`config.mk`:
```
export PLATFORM = sky130hd
export DESIGN_NAME = alu_share_arbiter
export DESIGN_NICKNAME = d
export VERILOG_FILES = /design/src/rtl/alu_share_arbiter.sv
export SDC_FILE = /design/constraint.sdc
export NUM_CORES = 1
export LEC_CHECK = 0
export BUFFER_PORTS_ARGS = -buffer_cell sky130_fd_sc_hd__buf_4
export CORE_AREA = 2 2 232 234
export DETAILED_ROUTE_END_ITERATION = 16
export DIE_AREA = 0 0 234 236
export HOLD_SLACK_MARGIN = 0.05
export SETUP_SLACK_MARGIN = 0.2
export SLEW_MARGIN = 0
export SYNTH_ARGS = -nofsm -noshare
export SYNTH_HDL_FRONTEND = slang
export SYNTH_SLANG_ARGS = --single-unit
```
`constraint.sdc`:
```
create_clock -name clk -period 2.4 [get_ports clk]
set_input_delay 0.36 -clock clk [delete_from_list [all_inputs] [get_ports clk]]
set_output_delay 0.36 -clock clk [all_outputs]
set_load 0.03 [all_outputs]
```
`src/rtl/alu_share_arbiter.sv`:
```
// Shares one combinational RV64I ALU between two requesters; RV64 *W handling under `ALU_ARB_WORD_OPS_EN`.
// Latency: grant in cycle T, result in the port's response buffer from T+1.
// Backpressure: a port with a full, unaccepted response buffer is not granted; the other port may take every grant.
module alu_share_arbiter #(
  parameter int FIXED_PRIORITY = 0
) (
  input  logic        clk,
  input  logic        reset,
  input  logic        req0_valid,
  output logic        req0_ready,
  input  logic [4:0]  req0_function,
  input  logic [63:0] req0_operand_a,
  input  logic [63:0] req0_operand_b,
  input  logic        req0_word,
  input  logic        req1_valid,
  output logic        req1_ready,
  input  logic [4:0]  req1_function,
  input  logic [63:0] req1_operand_a,
  input  logic [63:0] req1_operand_b,
  input  logic        req1_word,
  output logic        rsp0_valid,
  input  logic        rsp0_ready,
  output logic [63:0] rsp0_result,
  output logic        rsp0_eq_zero,
  output logic        rsp1_valid,
  input  logic        rsp1_ready,
  output logic [63:0] rsp1_result,
  output logic        rsp1_eq_zero,
  output logic [4:0]  alu_function,
  output logic [63:0] alu_operand_a,
  output logic [63:0] alu_operand_b,
  input  logic [63:0] alu_result
);

  localparam logic [2:0] GRP_ADD_SUB = 3'b000;
  localparam logic [2:0] GRP_SLL     = 3'b001;
  localparam logic [2:0] GRP_SHIFTR  = 3'b101;

  logic        ptr;
  logic        elig0, elig1;
  logic        gnt0, gnt1;
  logic [4:0]  sel_function;
  logic [63:0] sel_a, sel_b;
  logic        sel_word;
  logic [63:0] final_result;

  // A full buffer can be refilled in the same cycle its consumer drains it.
  always_comb begin
    elig0 = req0_valid && (!rsp0_valid || rsp0_ready);
    elig1 = req1_valid && (!rsp1_valid || rsp1_ready);
    gnt0  = 1'b0;
    gnt1  = 1'b0;
    if (!reset) begin
      if (FIXED_PRIORITY != 0 || !ptr) begin
        gnt0 = elig0;
        gnt1 = elig1 && !elig0;
      end else begin
        gnt1 = elig1;
        gnt0 = elig0 && !elig1;
      end
    end
  end

  assign req0_ready = gnt0;
  assign req1_ready = gnt1;

  always_comb begin
    sel_function = '0;
    sel_a        = '0;
    sel_b        = '0;
    sel_word     = 1'b0;
    if (gnt0) begin
      sel_function = req0_function;
      sel_a        = req0_operand_a;
      sel_b        = req0_operand_b;
      sel_word     = req0_word;
    end else if (gnt1) begin
      sel_function = req1_function;
      sel_a        = req1_operand_a;
      sel_b        = req1_operand_b;
      sel_word     = req1_word;
    end
  end

`ifdef ALU_ARB_WORD_OPS_EN
  // *W ops reuse the 64-bit ALU: force the 5-bit shamt range, pre-extend the
  // right-shift source so the upper half shifts in correctly, and sign-extend.
  always_comb begin
    alu_function  = sel_function;
    alu_operand_a = sel_a;
    alu_operand_b = sel_b;
    final_result  = alu_result;
    if (sel_word) begin
      case (sel_function[2:0])
        GRP_ADD_SUB: begin
          final_result = {{32{alu_result[31]}}, alu_result[31:0]};
        end
        GRP_SLL: begin
          alu_function[4] = 1'b1;
          final_result    = {{32{alu_result[31]}}, alu_result[31:0]};
        end
        GRP_SHIFTR: begin
          alu_function[4] = 1'b1;
          alu_operand_a   = sel_function[3] ? {{32{sel_a[31]}}, sel_a[31:0]}
                                            : {32'b0, sel_a[31:0]};
          final_result    = {{32{alu_result[31]}}, alu_result[31:0]};
        end
        default: begin
          final_result = alu_result;
        end
      endcase
    end
  end
`else
  logic unused_word;

  assign alu_function  = sel_function;
  assign alu_operand_a = sel_a;
  assign alu_operand_b = sel_b;
  assign final_result  = alu_result;
  assign unused_word   = sel_word;
`endif

  always_ff @(posedge clk) begin
    if (reset) begin
      ptr          <= 1'b0;
      rsp0_valid   <= 1'b0;
      rsp0_result  <= '0;
      rsp0_eq_zero <= 1'b1;
      rsp1_valid   <= 1'b0;
      rsp1_result  <= '0;
      rsp1_eq_zero <= 1'b1;
    end else begin
      if (gnt0) begin
        ptr <= 1'b1;
      end else if (gnt1) begin
        ptr <= 1'b0;
      end

      if (gnt0) begin
        rsp0_valid   <= 1'b1;
        rsp0_result  <= final_result;
        rsp0_eq_zero <= (final_result == 64'd0);
      end else if (rsp0_ready) begin
        rsp0_valid <= 1'b0;
      end

      if (gnt1) begin
        rsp1_valid   <= 1'b1;
        rsp1_result  <= final_result;
        rsp1_eq_zero <= (final_result == 64'd0);
      end else if (rsp1_ready) begin
        rsp1_valid <= 1'b0;
      end
    end
  end

endmodule

```
==> metrics.txt, run 1 <==
outcome=finished, violations left; failing checks=negative setup slack; leakage power=5.95 nW; # IOs=605; final setup fails=133; # hold bufs at CTS=0; final setup margin=-0.235 ns; Non-Filler Instances=2092; min-delay worst type=in -> reg; Worst Setup Start Kind=register; Hold Vio Cnt, Final=0; Max clock buf depth=2; CTS Buf Count=17; final net count=1713; Critical Path Fanout Max=15; Placed Instances=2030; initial antenna violation count=29; Fin Hold WS=0.186 ns; clock root buffer=clkbuf_16; Max Cap Violations=0; Clock Pin Slew Worst Setup and Hold Paths=0.07 ns; Syn Nets=1100; Post-Synthesis Cells=762; Hold Crit Start=alu_result[33]; Mapped Area=6120 sq um; syn avg cell area=8.03 sq um; final core utilization=0.242; vias=8528; register bit total from synthesis=133; largest net degree at the start of global routing=76; Synth cell types=24; Final min period=2.63 ns; FP Rows=85; worst skew pair latency=0.43 ns; number of enable flip-flop cells after synthesis=0; fin area=12800 sq um; H-tree depth=4; Worst setup EP type=output pin; drt total wl=47900 um; Via density=4.08; number of global-route vias before repair=7981; Max Clock Skew=0.0131 ns; grt ovf=0; Reg2Reg Launch Point=rsp0_valid; DRT antenna net count=0; routability congestion estimate=0.851; RSZ-0062 raised after global routing=true; Pre-antenna DRT Iters=5; VDD IR max=0.000690 V; Crit Path Category=reg -> out; async set-reset flop share out of synthesis=0; most common cell after layout, fill and taps aside=buf_4; Die ar.=55200 sq um; Initial Utilization=0.115; PortBufs=602; CTS Sinks=133; first-pass GRT wire length=61600 um; DR iter-0 viols=399; DP Area=11600 sq um; Syn-to-layout area delta=110%; Critical Path RT=2.04 ns; overall power=7.46 mW; PwrDens=582 nW/um^2; dpl hpwl=38400 um; sequential share of the synthesized area=0.435; Fill cells=5805; synthesis warning total=0; routed length per placed instance=22.9 um; CP Launch Point=rsp0_valid; drt drc=0; critical path arrival=2.27 ns; Core Footprint=53100 sq um; CTS tree=built; layout cells sized above 1=0.563; Tcrit/Tclk final=1.10; most frequent cells in the layout=596 x buf_4, 256 x nand2_1, 133 x a21oi_1, 130 x dfxtp_1, 65 x a22o_2; Synth Flop Type=dfxtp_1; relative max-transition margin=0.416; Die W=234 um; Total GRT Usage=0.160; Die H=236 um; worst-margin pin slew=0.868 ns; Max Clock Freq=0.380 GHz; Max Transition Viols Final=0
==> critical path, cell delays in order, from the launching register on <==
cell	delay (ns)
dfxtp_2	0.31
and2b_2	0.20
buf_4	0.15
o311ai_4	0.27
nor2_4	0.08
buf_12	0.16
buf_4	0.21
a22o_2	0.25
buf_4	0.18
==> power by group <==
part	total (mW)	internal (mW)	switching (mW)
registers	2.43	2.35	0.0789
logic	2.58	1.15	1.43
clock network	2.44	1.35	1.09
total	7.46	4.85	2.60
==> state kept, by name, summed over array words and instances (netlist names) <==
signal / flops
rsp0_result: 64
rsp1_result: 64
ptr: 1
rsp0_eq_zero: 1
rsp0_valid: 1
rsp1_eq_zero: 1
rsp1_valid: 1
==> cell usage after synthesis, types with 2 or more instances <==
| cell | number | area share |
|---|---|---|
| nand2_1 | 256 | 0.16 |
| nor4_1 | 16 | 0.016 |
| dfxtp_1 | 133 | 0.44 |
| a22o_1 | 133 | 0.19 |
| nand2b_1 | 2 | 0.0020 |
| o21ai_0 | 2 | 0.0016 |
| nand4_1 | 4 | 0.0041 |
| buf_1 | 4 | 0.0025 |
| clkbuf_1 | 36 | 0.022 |
| buf_2 | 25 | 0.020 |
| a21oi_1 | 133 | 0.11 |
| buf_8 | 6 | 0.015 |
==> what timing repair did <==
item / CTS / global route
setup buffers: 10 / 2
pin swaps: 18 / 2
endpoints found under the setup margin: 135 / 166
gates resized for setup: 60 / 12
gates cloned: 5 / 5
==> layout make-up <==
type	instances	area, sq um	share of cell area
Antenna cell	8	20.0	0.00156
Clock buffer	18	429	0.0335
Clock inverter	14	119	0.00927
Inverter	1	3.75	0.000293
Multi-Input combinational cell	555	3230	0.252
Sequential cell	133	2670	0.208
Tap cell	696	871	0.0679
Timing Repair Buffer	667	5480	0.427
==> per-layer routing <==
layer  part of all wire  routed length [um]  track usage
met1               0.40               19000        0.191
met2               0.48               23200        0.267
met3               0.10                4830       0.0596
met4              0.017                 814       0.0462
met5             0.0022                 105            0
==> path summary, 6_finish.rpt <==
path                            slack (ns)               end  cells past startpoint
worst min register to register        0.46   rsp1_result[26]                      2
worst min-delay path                  0.19   rsp0_result[33]                      3
worst max-delay path                 -0.23  alu_operand_a[8]                      8
worst max register to register        0.37   rsp1_result[22]                      8
==> logic make-up after synthesis <==
logic type | count (synthesis) | synth area share
flip-flops | 133 | 0.435
AO/OA/AOI/OAI | 273 | 0.314
AND/OR/NAND/NOR | 282 | 0.187
buffers and inverters | 74 | 0.0634
==> per-stage QoR <==
step                      TNS (ns)  worst slack (ns)
after global routing        -29.76            -0.281
after floorplan                  0             0.201
final                       -20.84            -0.235
after CTS                   -21.14            -0.221
after global placement       -2.78           -0.0972
after detailed placement     -5.94            -0.126
Power figures use the tool's default switching activity.
==> run 2, diff against run 1 <==
Settings changed: RECOVER_POWER set to 50, SETUP_SLACK_MARGIN 0.2 to 0.02.
==> run 2 against run 1 <==
  * The run ends with max-capacitance violations, max-slew violations, negative setup slack left
  * Flip-flop and latch count unchanged
  * Final cell count about the same
  * Critical path depth unchanged
  * Total power increased by 0.75%
  * Die area unchanged
  * First-iteration DRC count increased by 3.3%
  * Maximum frequency increased by 1.4%
  * Wire length decreased by 5.2%
  * Non-clock buffer count decreased by 5
  * Largest power group is now the clock network
==> metrics.txt, run 2 (synthesized netlist as in run 1, its figures left out) <==
final setup fails=132; hold depth=3; Final TNS setup=-17.69 ns; Hold Crit Start=alu_result[23]; Critical Path Fanout Max=10; critical path arrival=2.24 ns; pre-CTS worst setup slack=0.0383 ns; clock power share=0.341; initial antenna violation count=44; VDD IR max=0.000611 V; Max Transition Viols Final=79; CTS Sinks=133; worst reg-to-reg setup slack=0.35 ns; Die H=236 um; drt drc=0; Worst Setup Start Kind=register; clock root buffer=clkbuf_16; Int Power=4.84 mW; PwrDens=596 nW/um^2; Worst R2R End=rsp1_result[47]; DR iter-0 viols=412; Max Clock Skew=0.0127 ns; Fin Hold WS=0.176 ns; final net count=1708; failing checks=max-capacitance violations, max-slew violations, negative setup slack; switching part of the total=0.356; worst skew pair latency=0.44 ns; routed length per placed instance=21.7 um; top flop regs=rsp0_result x64, rsp1_result x64; Clock Pin Slew Worst Setup and Hold Paths=0.07 ns; RSZ-0062 raised after global routing=true; Via density=4.13; Die W=234 um; Core Footprint=53100 sq um; Net Switching=2.68 mW; DRT antenna net count=0; drt total wl=45400 um; Max Cap Violations=1; routability congestion estimate=0.893; dpl hpwl=36600 um; outcome=finished, violations left; overall power=7.51 mW; Die ar.=55200 sq um; Reg2Reg Launch Point=rsp0_valid; vias=8638; CTS Buf Count=17; # IOs=605; relative max-transition margin=-0.0824; PortBufs=602; FP Rows=85; min-delay worst type=in -> reg; number of global-route vias before repair=8191; leakage power=5.45 nW; Hold EP=rsp0_result[23]; Logic pwr share=0.335; most frequent cells in the layout=371 x buf_4, 256 x nand2_1, 133 x a21oi_1, 132 x clkbuf_1, 131 x dfxtp_1; layout cells sized above 1=0.419; Max Clock Freq=0.385 GHz; Tcrit/Tclk final=1.08; grt ovf=0; Final min period=2.60 ns; Pre-antenna DRT Iters=5; Crit Path Category=reg -> out; final setup margin=-0.200 ns; worst-margin pin slew=1.62 ns; Total GRT Usage=0.154; Max clock buf depth=2; Worst setup EP type=output pin; Initial Utilization=0.115; sequential share of power=0.324; first-pass GRT wire length=59400 um; r2r worst-path depth=6; Syn-to-layout area delta=106%; largest net degree at the start of global routing=79; most common cell after layout, fill and taps aside=buf_4; CTS tree=built; Hold Vio Cnt, Final=0; Critical Path RT=2.04 ns; H-tree depth=4; CP Launch Point=rsp0_valid
[run 2: final cells by class]
cell class,count,area [sq um]
Antenna cell,11,27.5
Clock buffer,18,439
Multi-Input combinational cell,555,3150
Clock inverter,14,135
Fill cell,5861,40500
Inverter,1,3.75
Tap cell,696,871
Sequential cell,133,2670
Timing Repair Buffer,662,5310
[run 2: worst max-delay path, cell delays in order (launching register included)]
cell,delay (ns)
dfxtp_2,0.32
and2b_2,0.19
a311o_2,0.37
nor2_8,0.16
buf_12,0.14
buf_16,0.15
buf_8,0.14
a22o_1,0.19
buf_6,0.15
[run 2: worst max path at each step]
| stage | end | slack, ns | cells past startpoint |
|---|---|---|---|
| after floorplan | alu_function[0] | 0.05 | 7 |
| after global placement | alu_operand_a[47] | 0.05 | 8 |
| after detailed placement | alu_operand_a[47] | 0.04 | 8 |
| after CTS | alu_operand_b[32] | -0.25 | 8 |
| after global routing | alu_operand_b[59] | -0.26 | 8 |
| final | alu_operand_b[32] | -0.20 | 8 |
[run 2: power by group through the flow]
stage | Sequential (mW) | Clock (mW) | Combinational [mW]
finish | 2.43 | 2.56 | 2.52
global route | 2.45 | 2.70 | 2.65
CTS | 2.44 | 2.63 | 2.60
detailed placement | 2.48 | 0 | 2.37
global placement | 2.48 | 0 | 2.36
floorplan | 2.75 | 0 | 0.924
[run 2: timing repair]
item | in CTS | in global routing
resized for setup | 147 | 32
pin swaps | 41 | 22
setup buffers | 9 | 2
endpoints found under the setup margin | 134 | 135
hold buffers | 0 | 0
endpoints found under the hold margin | 0 | 0
gates cloned | 6 | 4
[run 2: metrics by stage]
step           std cells  instance area (sq um)  utilization
2_1_floorplan        762                   6120            -
3_3_place_gp        2028                  11500        0.216
3_5_place_dp        2028                  11500        0.216
4_1_cts             2075                  12900        0.243
5_1_grt             2087                  12600        0.237
6_report            2090                  12600        0.237
[run 2: metal layers]
layer	vias up	routed length [um]	GRT usage
met2	511	20800	0.243
met4	42	2080	0.0687
met3	123	6240	0.0893
li1	3934	-	-
met5	-	289	0
met1	4028	16000	0.164
